==> src/rtl/ssr_pkg.sv <==
// ssr_pkg
//   Constants shared by the SSR transponder stage and the reply decoder.
//   All time constants are in clk ticks (20 MHz, 0.05 us per tick).
//   Contents: pulse/slot timing, slot-counter compare values, FSM state
//   encoding, and the bit position of each reply slot inside the decoder's
//   13-bit slot shift register.
package ssr_pkg;

    localparam int L       = 9;        // pulse width
    localparam int BL      = 20;       // blank between pulses
    localparam int P       = L + BL;   // slot period
    localparam int MID     = 4;        // sample offset into a slot
    localparam int GAP     = 19;       // gap-check offset into a slot
    localparam int N_SLOTS = 14;       // F1 is slot 0, F2 is slot 14
    localparam int X_SLOT  = 7;
    localparam int SR_W    = 13;       // code slots 1..13

    localparam logic [4:0] S_MID  = 5'(MID);
    localparam logic [4:0] S_GAP  = 5'(GAP);
    localparam logic [4:0] S_LAST = 5'(P - 1);
    localparam logic [3:0] N_LAST_CODE = 4'(N_SLOTS - 1);
    localparam logic [4:0] WL_LOAD = 5'(BL - 1);

    localparam logic [2:0] ENC_IDLE     = 3'd0;
    localparam logic [2:0] ENC_F1       = 3'd1;
    localparam logic [2:0] ENC_SLOTS    = 3'd2;
    localparam logic [2:0] ENC_F2       = 3'd3;
    localparam logic [2:0] ENC_WAIT_LOW = 3'd4;

    typedef enum logic [2:0] {
        IDLE     = ENC_IDLE,
        F1       = ENC_F1,
        SLOTS    = ENC_SLOTS,
        F2       = ENC_F2,
        WAIT_LOW = ENC_WAIT_LOW
    } state_t;

    // Slots are shifted in LSB-first order, so after 13 shifts slot n sits
    // at bit SR_W-n (slot 1 ends up in the MSB).
    function automatic int slot_idx(input int n);
        return SR_W - n;
    endfunction

    localparam int IDX_C1 = slot_idx(1);
    localparam int IDX_A1 = slot_idx(2);
    localparam int IDX_C2 = slot_idx(3);
    localparam int IDX_A2 = slot_idx(4);
    localparam int IDX_C4 = slot_idx(5);
    localparam int IDX_A4 = slot_idx(6);
    localparam int IDX_X  = slot_idx(X_SLOT);
    localparam int IDX_B1 = slot_idx(8);
    localparam int IDX_D1 = slot_idx(9);
    localparam int IDX_B2 = slot_idx(10);
    localparam int IDX_D2 = slot_idx(11);
    localparam int IDX_B4 = slot_idx(12);
    localparam int IDX_D4 = slot_idx(13);

endpackage

==> src/rtl/ssr_slot_timer.sv <==
// ssr_slot_timer
//   Phase (s, 0..P-1) and slot (n) counters for the reply decoder.
//   Ports:
//     clk, rst      clock, async active-high reset
//     start         load s=1, n=0 (the rise cycle itself counts as s=0)
//     run           advance the counters; when neither start nor run, clear
//     n             current slot number
//     at_mid        s == MID while running
//     at_gap        s == GAP while running
//     slot_end      s == P-1 while running (next cycle starts a new slot)
module ssr_slot_timer
    import ssr_pkg::*;
(
    input  logic       clk,
    input  logic       rst,
    input  logic       start,
    input  logic       run,
    output logic [3:0] n,
    output logic       at_mid,
    output logic       at_gap,
    output logic       slot_end
);

    logic [4:0] s;

    always_ff @(posedge clk or posedge rst) begin
        if (rst) begin
            s <= '0;
            n <= '0;
        end else if (start) begin
            s <= 5'd1;
            n <= '0;
        end else if (run) begin
            if (s == S_LAST) begin
                s <= '0;
                n <= n + 4'd1;
            end else begin
                s <= s + 5'd1;
            end
        end else begin
            s <= '0;
            n <= '0;
        end
    end

    assign at_mid   = run && (s == S_MID);
    assign at_gap   = run && (s == S_GAP);
    assign slot_end = run && (s == S_LAST);

endmodule

==> src/rtl/ssr_reply_decoder.sv <==
// ssr_reply_decoder
//   Frames a Mode A/C reply pulse train on F1/F2, extracts the A/B/C/D code
//   bits and X, and reports one valid or frame_err pulse per reply.
//   Ports:
//     clk, rst           clock, async active-high reset
//     rx                 reply video, synchronous to clk
//     code_a..code_d     3-bit codes (bit0 = weight 1), held until next valid
//     x_bit              X bit of the last valid reply
//     valid              1-cycle pulse, outputs updated on the same cycle
//     frame_err          1-cycle pulse, reply rejected
//     busy               FSM not in IDLE
//     reply_cnt          count of valid pulses, wraps
//
//   state    | meaning
//   IDLE     | waiting for a rising edge on rx_q
//   F1       | slot 0: confirm F1 is a real pulse at MID
//   SLOTS    | slots 1..13: sample code bits at MID, check blank at GAP
//   F2       | slot 14: F2 must be present at MID
//   WAIT_LOW | reply accepted, waiting for F2 to end (max BL ticks)
module ssr_reply_decoder
    import ssr_pkg::*;
(
    input  logic        clk,
    input  logic        rst,
    input  logic        rx,
    output logic [2:0]  code_a,
    output logic [2:0]  code_b,
    output logic [2:0]  code_c,
    output logic [2:0]  code_d,
    output logic        x_bit,
    output logic        valid,
    output logic        frame_err,
    output logic        busy,
    output logic [15:0] reply_cnt
);

    logic rx_q, rx_d, rise;
    state_t state, state_nxt;

    logic [3:0] n;
    logic at_mid, at_gap, slot_end;
    logic timer_start, timer_run;

    logic [SR_W-1:0] sr;
    logic [4:0] wl_cnt;

    logic shift_en, load_en, err_nxt, wl_load, wl_dec;

    assign rise = rx_q & ~rx_d;

    ssr_slot_timer u_timer (
        .clk      (clk),
        .rst      (rst),
        .start    (timer_start),
        .run      (timer_run),
        .n        (n),
        .at_mid   (at_mid),
        .at_gap   (at_gap),
        .slot_end (slot_end)
    );

    assign timer_run = (state != IDLE);

    always_comb begin
        state_nxt   = state;
        timer_start = 1'b0;
        shift_en    = 1'b0;
        load_en     = 1'b0;
        err_nxt     = 1'b0;
        wl_load     = 1'b0;
        wl_dec      = 1'b0;
        case (state)
            IDLE: begin
                if (rise) begin
                    state_nxt   = F1;
                    timer_start = 1'b1;
                end
            end
            F1: begin
                if (at_mid && !rx_q) begin
                    state_nxt = IDLE;
                end else if (slot_end) begin
                    state_nxt = SLOTS;
                end
            end
            SLOTS: begin
                shift_en = at_mid;
                if (at_gap && rx_q) begin
                    err_nxt   = 1'b1;
                    state_nxt = IDLE;
                end else if (slot_end && (n == N_LAST_CODE)) begin
                    state_nxt = F2;
                end
            end
            F2: begin
                if (at_mid) begin
                    if (rx_q) begin
                        load_en   = 1'b1;
                        wl_load   = 1'b1;
                        state_nxt = WAIT_LOW;
                    end else begin
                        err_nxt   = 1'b1;
                        state_nxt = IDLE;
                    end
                end
            end
            WAIT_LOW: begin
                if (!rx_q) begin
                    state_nxt = IDLE;
                end else if (wl_cnt == '0) begin
                    err_nxt   = 1'b1;
                    state_nxt = IDLE;
                end else begin
                    wl_dec = 1'b1;
                end
            end
            default: state_nxt = IDLE;
        endcase
    end

    always_ff @(posedge clk or posedge rst) begin
        if (rst) begin
            rx_q      <= 1'b0;
            rx_d      <= 1'b0;
            state     <= IDLE;
            sr        <= '0;
            wl_cnt    <= '0;
            code_a    <= '0;
            code_b    <= '0;
            code_c    <= '0;
            code_d    <= '0;
            x_bit     <= 1'b0;
            valid     <= 1'b0;
            frame_err <= 1'b0;
            reply_cnt <= '0;
        end else begin
            rx_q      <= rx;
            rx_d      <= rx_q;
            state     <= state_nxt;
            valid     <= load_en;
            frame_err <= err_nxt;
            if (shift_en) begin
                sr <= {sr[SR_W-2:0], rx_q};
            end
            if (wl_load) begin
                wl_cnt <= WL_LOAD;
            end else if (wl_dec) begin
                wl_cnt <= wl_cnt - 5'd1;
            end
            if (load_en) begin
                code_a    <= {sr[IDX_A4], sr[IDX_A2], sr[IDX_A1]};
                code_b    <= {sr[IDX_B4], sr[IDX_B2], sr[IDX_B1]};
                code_c    <= {sr[IDX_C4], sr[IDX_C2], sr[IDX_C1]};
                code_d    <= {sr[IDX_D4], sr[IDX_D2], sr[IDX_D1]};
                x_bit     <= sr[IDX_X];
                reply_cnt <= reply_cnt + 16'd1;
            end
        end
    end

    assign busy = (state != IDLE);

endmodule
==> config.mk <==
export PLATFORM = sky130hd
export DESIGN_NAME = ssr_reply_decoder
export DESIGN_NICKNAME = d
export VERILOG_FILES = /design/src/rtl/ssr_pkg.sv /design/src/rtl/ssr_slot_timer.sv /design/src/rtl/ssr_reply_decoder.sv
export SDC_FILE = /design/constraint.sdc
export NUM_CORES = 1
export LEC_CHECK = 0
export CAP_MARGIN = 20
export CORE_MARGIN = 2
export CORE_UTILIZATION = 51
export CTS_CLUSTER_DIAMETER = 200
export DETAILED_ROUTE_END_ITERATION = 7
export PLACE_DENSITY = 0.79
export RECOVER_POWER = 50
export SLEW_MARGIN = 20
export SYNTH_ARGS = -nofsm -noshare
export SYNTH_HDL_FRONTEND = slang
export SYNTH_HIERARCHICAL = 1
export SYNTH_SLANG_ARGS = --single-unit
==> constraint.sdc <==
create_clock -name clk -period 4 [get_ports clk]
set_input_delay 0.8 -clock clk [delete_from_list [all_inputs] [get_ports clk]]
set_output_delay 0.8 -clock clk [all_outputs]
set_load 0.02 [all_outputs]
======== Word-level counts from Yosys, hierarchy flattened ========
Cells that the tools add are included.
storage, ports and cells
  register bits after elaboration ......... 63
  bits in latches ......................... 0
  RAM bits ................................ 0
  memory bits (read-only) ................. 0
  word-level logic and storage cells ...... 80
  memories kept ........................... 0
cells by class
  $add $sub $neg .......................... 4
  multipliers ............................. 0
  div/mod/pow operators ................... 0
  magnitude comparators ................... 0
  eq/ne operators ......................... 14
  shift-type cells ........................ 0
  muxes and demuxes ....................... 33
  bitwise operators ....................... 2
  reductions and logical operators ........ 12
operators with widths
  cell                                                 count
  2-to-1 mux 3 bit                                     9
  2-to-1 mux 5 bit                                     5
  adder 16 x 1 -> 16 bit, second input constant        1
  case mux 3 bit (5 select lines)                      1
  2-to-1 mux 1 bit                                     14
  2-to-1 mux 4 bit                                     3
  inequality test 3 bit, second input constant         4
  equality test 5 bit, second input constant           2
  equality test 3 x 2 -> 1 bit, second input constant  2
  logical AND 1 bit                                    6
  adder 5 x 1 -> 5 bit, second input constant          1
  equality test 5 x 3 -> 1 bit, second input constant  1
  zero test 5 bit                                      1
  AND reduction 5 bit                                  1
  subtractor 5 x 1 -> 5 bit, second input constant     1
  adder 4 x 1 -> 4 bit, second input constant          1
  equality test 4 bit, second input constant           1
  inequality test 2 bit, second input constant         2
  equality test 3 x 1 -> 1 bit, second input constant  1
  equality test 3 bit, second input constant           1
  zero test 3 bit                                      1
  case mux 1 bit (3 select lines)                      1
  nonzero test 3 bit                                   1
  nonzero test 2 bit                                   1
  other kinds (3)                                      3

======== Longest topological paths before layout ========
Gate-level depths: netlist of run 1.
  depth after elaboration ................. 6
  gate-level depth with buffers ........... 10
  mapped depth without buffers ............ 9

======== Cells and area by module ========
The synthesis of run 1 kept the hierarchy.
by module, submodules not included
  module             instances  cells an instance  area an instance (um2)
  ssr_reply_decoder  1          212                2309.7
  ssr_slot_timer     1          50                 485.5

======== Least setup slack after synthesis of run 1 ========
OpenSTA, ideal clock, no wires.
  path kind ............................... flip-flop to flip-flop
  from .................................... register state[0]
  to ...................................... register reply_cnt[13]
  arrival time ............................ 2.566 ns
  required time ........................... 3.920 ns
  path slack .............................. 1.354 ns
  cell stages (with the launch flop) ...... 9
  buffers on the path ..................... 1
  clock period less this slack ............ 2.646 ns
  path through ............................ dfrtp_1 > clkbuf_1 > or3_1 > nand2b_1 > nor3_1 > nand4_4 > or4_4 > nor2_1 > xor2_1
on the way
  cells in the longest elaborated chain, start to end .. 4
RTL lines
  element                 line                      text
  start, declared         ssr_reply_decoder.sv:38   state_t state, state_nxt;
  start signal, assigned  ssr_reply_decoder.sv:139  state <= state_nxt;
  nonzero test 3 bit      n/a
  named net busy          ssr_reply_decoder.sv:33   output logic busy,
  logical AND 1 bit       ssr_slot_timer.sv:46      assign at_mid = run && (s == S_MID);
  named net at_mid        ssr_reply_decoder.sv:41   logic at_mid, at_gap, slot_end;
  2-to-1 mux 1 bit        ssr_reply_decoder.sv:96   if (at_mid) begin
  2-to-1 mux 1 bit        ssr_reply_decoder.sv:72   case (state)
  end signal, assigned    ssr_reply_decoder.sv:156  reply_cnt <= reply_cnt + 16'd1;
  end, declared           ssr_reply_decoder.sv:34   output logic [15:0] reply_cnt
The timed path passes the listed nets, and every way through them passes these cells.
A chain may end at the register's enable or synchronous reset.

======== Final worst setup path of run 1 ========
  from .................................... register state[0]
  to ...................................... register reply_cnt[8]
on the way
  cells in the longest elaborated chain, start to end .. 4
RTL lines
  element             line                     text
  nonzero test 3 bit  ssr_reply_decoder.sv:62  assign timer_run = (state != IDLE);
  logical AND 1 bit   ssr_slot_timer.sv:46
  named net at_mid    ssr_reply_decoder.sv:41
  2-to-1 mux 1 bit    ssr_reply_decoder.sv:96
  2-to-1 mux 1 bit    ssr_reply_decoder.sv:72
The timed path passes the listed nets, and every way through them passes these cells.

==> results.py, run 1 <==
metrics = {
    "setup_path": {
        "cp.required_ps": 4260,
        "start_kind": "register",
        "end_kind": "register",
        "cp_max_fo": 23,
        "critical_path_class": "register to register",
        "cp.arrival_ps": 3350,
    },
    "finish": {
        "area_delta_synth_final_pct": 20.6,
        "postLayoutCellArea_sq_um": 3370,
        "fillers": 423,
        "drive_above_1_share": 0.123,
        "num_antenna_cells": 0,
        "nNetsFinal": 304,
    },
    "cts": {
        "tritoncts": "built",
        "clockRootBuffer": "clkbuf_8",
        "htreeDepth": 3,
        "path_clk_slew_ps": 80,
        "clock_latency_ps": 340,
        "cts_resized": 0,
        "numCtsBuffers": 9,
        "clock-sinks": 63,
        "cts_setup_buffers": 0,
        "cts_buffer_depth": 2,
        "cts_hold_buf": 0,
    },
    "grt": {
        "grt_pass1_wl_um": 9000,
        "antenna_found_initial": 0,
        "overflow": 0,
        "grt_start_max_net_pins": 55,
        "grt.total_usage": 0.190,
        "grt_pass1_vias": 1918,
    },
    "sta": {
        "fin_skew_ps": 10.7,
        "worstMarginPinSlew_ps": 2280,
        "max_freq_ghz": 0.324,
        "setup_viol": 0,
        "post-route-period-util": 0.772,
        "final.setup.tns_ps": 0,
        "slew_violations": 55,
        "relSlewSlack": -0.531,
        "fin_crit_ps": 3090,
        "hold_viol": 0,
        "rsz0062_at_grt": "no",
    },
    "pwr": {
        "leakage_nw": 1.67,
        "ir_drop_v": 0.000299,
        "powerDensity_nw_per_um2": 413,
        "power_mw": 1.39,
    },
    "drt": {
        "drt_wl_total_um": 5080,
        "avgRoutedWirePerCell_um": 13.7,
        "drtPass1Iterations": 4,
        "drtIter0Drc": 109,
        "drt-vias-per-instance": 5.31,
        "ant_nets": 0,
        "num_vias": 1971,
        "drc": 0,
    },
    "synthesis": {
        "syn_nets": 270,
        "syn_area_per_cell_sq_um": 10.7,
        "syn-instance-count": 262,
        "synthArstFlopShare": 1.00,
        "yosys.area.top_type": "dfrtp_1",
        "syn_area_sq_um": 2800,
        "synthDistinctLibCells": 40,
        "seq_area_frac_synth": 0.564,
        "synth_edf_count": 0,
        "synth_seq_cells": 63,
        "synth.top_cell.area_share": 0.564,
        "ys.warnings.count": 6,
        "ys.flop_type": "dfrtp_1",
        "synth.top_cells.by_area": "dfrtp_1, nand2_1, mux2_2, xor2_1, xnor2_1",
    },
    "min_path": {
        "hold_class": "register to register",
    },
    "placement": {
        "dp_hpwl_um": 3430,
        "placed_cell_area_sq_um": 3170,
        "numPortBuffers": 34,
        "routabilityCongestion": 0.844,
    },
    "floorplanning": {
        "rows": 26,
        "ioPinCount": 35,
        "die_y_um": 78.0,
        "core_area_sq_um": 5200,
        "die_x_um": 78.0,
        "start_util": 0.537,
        "dieArea_sq_um": 6090,
    },
    "job": {
        "drv_cap": 1,
    },
    "run_status": {
        "status": "finished with violations",
        "violations": "capacitance limit, slew limit",
    },
}
[stage by stage]
stage / util / std cells / hold WS, ps / worst slack (ps)
6_report: 0.648 / 371 / 470 / 912
3_5_place_dp: 0.610 / 355 / 461 / 904
5_1_grt: 0.648 / 371 / 516 / 451
3_3_place_gp: 0.610 / 355 / 461 / 1090
2_1_floorplan: - / 262 / 370 / 1350
4_1_cts: 0.648 / 371 / 481 / 888
[area by class of cell]
class                      instances  area [sq um]  area share
clock buffer                       9           124      0.0367
tap                               70          87.6      0.0260
timing repair buffer              34           340       0.101
sequential                        63          1580       0.468
clock inverter                     7          72.6      0.0215
multi-input combinational        179          1140       0.337
inverter                           9          35.0      0.0104
[logic make-up after synthesis]
group                    share of synthesized area
AND/OR/NAND/NOR                              0.212
adder cells (fa/ha/maj)                     0.0224
buffers and inverters                       0.0295
XOR/XNOR                                    0.0658
flip-flops                                   0.564
AO/OA/AOI/OAI                               0.0461
multiplexers                                0.0600
[path summary, 6_finish.rpt]
check | startpoint | slack, ps | end | depth (start not counted)
setup / recovery | state[0]$_DFFE_PP0P_ | 910 | reply_cnt[8]$_DFFE_PP0P_ | 8
hold / removal | code_b[0]$_DFFE_PP0P_ | 470 | code_b[0]$_DFFE_PP0P_ | 2
setup reg to reg | state[0]$_DFFE_PP0P_ | 910 | reply_cnt[8]$_DFFE_PP0P_ | 8
hold reg to reg | code_b[0]$_DFFE_PP0P_ | 470 | code_b[0]$_DFFE_PP0P_ | 2
max in group asynchronous | rst | 1400 | sr[1]$_DFFE_PP0P_ | 2
min in group asynchronous | rst | 920 | u_timer/n[2]$_DFFE_PP0P_ | 2
[critical path, cell delays in order (launching register included)]
cell and delay, ps:
dfrtp_1 560, or3_1 270, nand2b_1 90, nor3_1 590, nand4_4 420, inv_1 570
nand3_1 170, nor2_1 160, xor2_1 160
[flip-flops by register name (all words and copies together), names as in the netlist, 3 cells and up]
signal     cells
code_a         3
code_b         3
code_c         3
code_d         3
reply_cnt     16
sr            13
state          3
u_timer/n      4
u_timer/s      5
wl_cnt         5
[layer usage]
layer	global-route usage	up-vias	share of wire
met3	0.0425	10	0.039
li1	-	947	-
met1	0.258	969	0.47
met2	0.299	45	0.47
met5	0	-	0
met4	0.0789	0	0.017
[synth_stat cells, types with 4 or more instances]
master / number
a21oi_1: 4
buf_2: 6
clkbuf_1: 4
dfrtp_1: 63
ha_1: 5
inv_1: 9
mux2_2: 14
nand2_1: 64
nand2b_1: 4
nand3_1: 8
nor2_1: 15
nor3_1: 4
o21ai_0: 5
xnor2_1: 9
xor2_1: 12
[placed cells by master (no fill, tap or decap), drive strengths merged, types with 4 or more instances in the layout]
cell and n:
nor3 4, o21ai 5, nor2 15, mux2 14
dlygate4sd3 7, xnor2 9, dfrtp 63, xor2 12
inv 9, nand2 64, clkbuf 9, nand3 8
nand2b 4, clkdlybuf4s50 27, ha 5, a21oi 4
[power by group]
| part | total [mW] | leakage (nW) | internal [mW] | switching [mW] |
|---|---|---|---|---|
| Clock | 0.542 | 0.0956 | 0.288 | 0.253 |
| Combinational | 0.163 | 0.708 | 0.0682 | 0.0952 |
| Sequential | 0.688 | 0.871 | 0.655 | 0.0334 |
| Total | 1.39 | 1.67 | 1.01 | 0.382 |
Power figures use the tool's default switching activity.
==> run 2, diff against run 1 <==
Clock period 4 ns to 3.05 ns, I/O delays scaled along.
==> run 2 against run 1 <==
Net effect: the run now ends clean; global-route usage decreased by 1.7 points; first-iteration DRC count decreased by 26%; non-clock buffer count increased by 3; final area increased by 0.37%; sequential cell count unchanged; clock power increased by 27%; total power increased by 29%; clock skew decreased by 4.0 ps; core utilization increased by 0.24 points; critical path type unchanged.
==> results.py, run 2 (same netlist as run 1, synthesis figures left out) <==
metrics = {
    "sta": {
        "hold_slack_ps": 469,
        "setup_viol": 0,
        "final.setup.tns_ps": 0,
        "relSlewSlack": 0.169,
        "fin_crit_ps": 2710,
        "max_freq_ghz": 0.369,
        "slew_violations": 0,
        "setup_ws_ps": 339,
        "fin_skew_ps": 6.71,
        "rsz0062_at_grt": "no",
        "hold_viol": 0,
        "worstMarginPinSlew_ps": 1250,
        "post-route-period-util": 0.889,
    },
    "cts": {
        "htreeDepth": 3,
        "cts_hold_buf": 0,
        "cts_resized": 0,
        "clock-sinks": 63,
        "numCtsBuffers": 9,
        "clock_latency_ps": 330,
        "cts_setup_buffers": 0,
        "cts_buffer_depth": 2,
        "clockRootBuffer": "clkbuf_8",
        "path_clk_slew_ps": 60,
        "tritoncts": "built",
    },
    "floorplanning": {
        "core_area_sq_um": 5200,
        "die_x_um": 78.0,
        "dieArea_sq_um": 6090,
        "ioPinCount": 35,
        "die_y_um": 78.0,
        "rows": 26,
        "start_util": 0.537,
    },
    "placement": {
        "placedCellCount": 358,
        "routabilityCongestion": 0.801,
        "placed_cell_area_sq_um": 3210,
        "dpl_worst_slack_ps": 355,
        "numPortBuffers": 34,
        "dp_hpwl_um": 3190,
    },
    "drt": {
        "drt-vias-per-instance": 5.19,
        "drtIter0Drc": 81,
        "avgRoutedWirePerCell_um": 12.5,
        "drt_wl_total_um": 4660,
        "drtPass1Iterations": 4,
        "drc": 0,
        "ant_nets": 0,
        "num_vias": 1940,
    },
    "finish": {
        "top_register": "reply_cnt",
        "num_antenna_cells": 0,
        "multi_input_area_sq_um": 1140,
        "final_util": 0.650,
        "area_delta_synth_final_pct": 21.1,
        "seqCellArea_sq_um": 1580,
        "layout_commonest_cell": "nand2_1",
        "fin_cells": 374,
        "nNetsFinal": 307,
        "reg_top3": "reply_cnt x16, sr x13",
        "fillers": 421,
        "postLayoutCellArea_sq_um": 3380,
        "layout_common_cells": "nand2_1, dfrtp_1, clkdlybuf4s50_1",
        "largest_reg_flops": 16,
        "drive_above_1_share": 0.122,
    },
    "min_path": {
        "hold_end": "reply_cnt[15]$_DFFE_PP0P_",
        "min_from": "reply_cnt[15]$_DFFE_PP0P_",
        "min_path_cells": 1,
        "hold_class": "register to register",
    },
    "setup_path": {
        "max_stage_delay_ps": 580,
        "cp.arrival_ps": 2920,
        "critical_path_class": "register to register",
        "timing.rr.end": "reply_cnt[14]$_DFFE_PP0P_",
        "cp_top_family": "simple AND/OR/NAND/NOR gates",
        "cp_num_buf_inv": 0,
        "slowest_stage": "nor4_1",
        "cp.required_ps": 3260,
        "reg2reg_from": "state[0]$_DFFE_PP0P_",
        "rr_worst_depth": 7,
        "cp_max_fo": 13,
        "start_kind": "register",
        "rrSetupSlack_ps": 340,
        "end_kind": "register",
        "cp_cell_sequence": "or3_1 > nand2b_1 > nor3_1 > nand4_4 > nor4_1 > nand3_1 > xnor2_1",
    },
    "run_status": {
        "status": "finished, final reports clean",
    },
    "grt": {
        "antenna_found_initial": 0,
        "grt.total_usage": 0.173,
        "grt_start_max_net_pins": 55,
        "overflow": 0,
        "grt_pass1_wl_um": 8310,
        "grt_pass1_vias": 1874,
    },
    "pwr": {
        "power_mw": 1.80,
        "ir_drop_v": 0.000309,
        "powerDensity_nw_per_um2": 533,
        "leakage_nw": 1.69,
    },
    "job": {
        "drv_cap": 0,
    },
}
run 2: worst max-delay path by stage:
stage / start / endpoint / slack, ps / depth (start not counted)
floorplan: state[0]$_DFFE_PP0P_ / reply_cnt[13]$_DFFE_PP0P_ / 400 / 8
global placement: state[0]$_DFFE_PP0P_ / reply_cnt[12]$_DFFE_PP0P_ / 490 / 7
detailed placement: state[0]$_DFFE_PP0P_ / reply_cnt[14]$_DFFE_PP0P_ / 350 / 7
CTS: state[0]$_DFFE_PP0P_ / reply_cnt[14]$_DFFE_PP0P_ / 340 / 7
global route: state[0]$_DFFE_PP0P_ / reply_cnt[14]$_DFFE_PP0P_ / 140 / 7
finish: state[0]$_DFFE_PP0P_ / reply_cnt[14]$_DFFE_PP0P_ / 340 / 7
run 2: final cells by class:
cell class              count  area share
repair buffers             37       0.106
inverters                   9     0.00998
clock inverters             4      0.0133
clock buffers              12      0.0429
flip-flops and latches     63       0.466
well taps                  70      0.0259
multi-input cells         179       0.336
run 2: worst reg2reg max path, delay by kind of cell, from the launching register on:
| family | cells | cell delay [ps] |
|---|---|---|
| simple gates | 6 | 1880 |
| flops | 1 | 560 |
| xor+xnor | 1 | 160 |
run 2: routing by layer:
metal | share of wire | track usage | vias up
met5 | 0 | 0 | -
met4 | 0.018 | 0.0842 | 0
met3 | 0.049 | 0.0437 | 9
met2 | 0.46 | 0.268 | 52
met1 | 0.48 | 0.229 | 929
li1 | - | - | 950
run 2: power breakdown:
group / switching (mW) / leakage, nW / internal, mW
Combinational: 0.122 / 0.723 / 0.0888
Clock: 0.294 / 0.100 / 0.396
Sequential: 0.0431 / 0.871 / 0.859
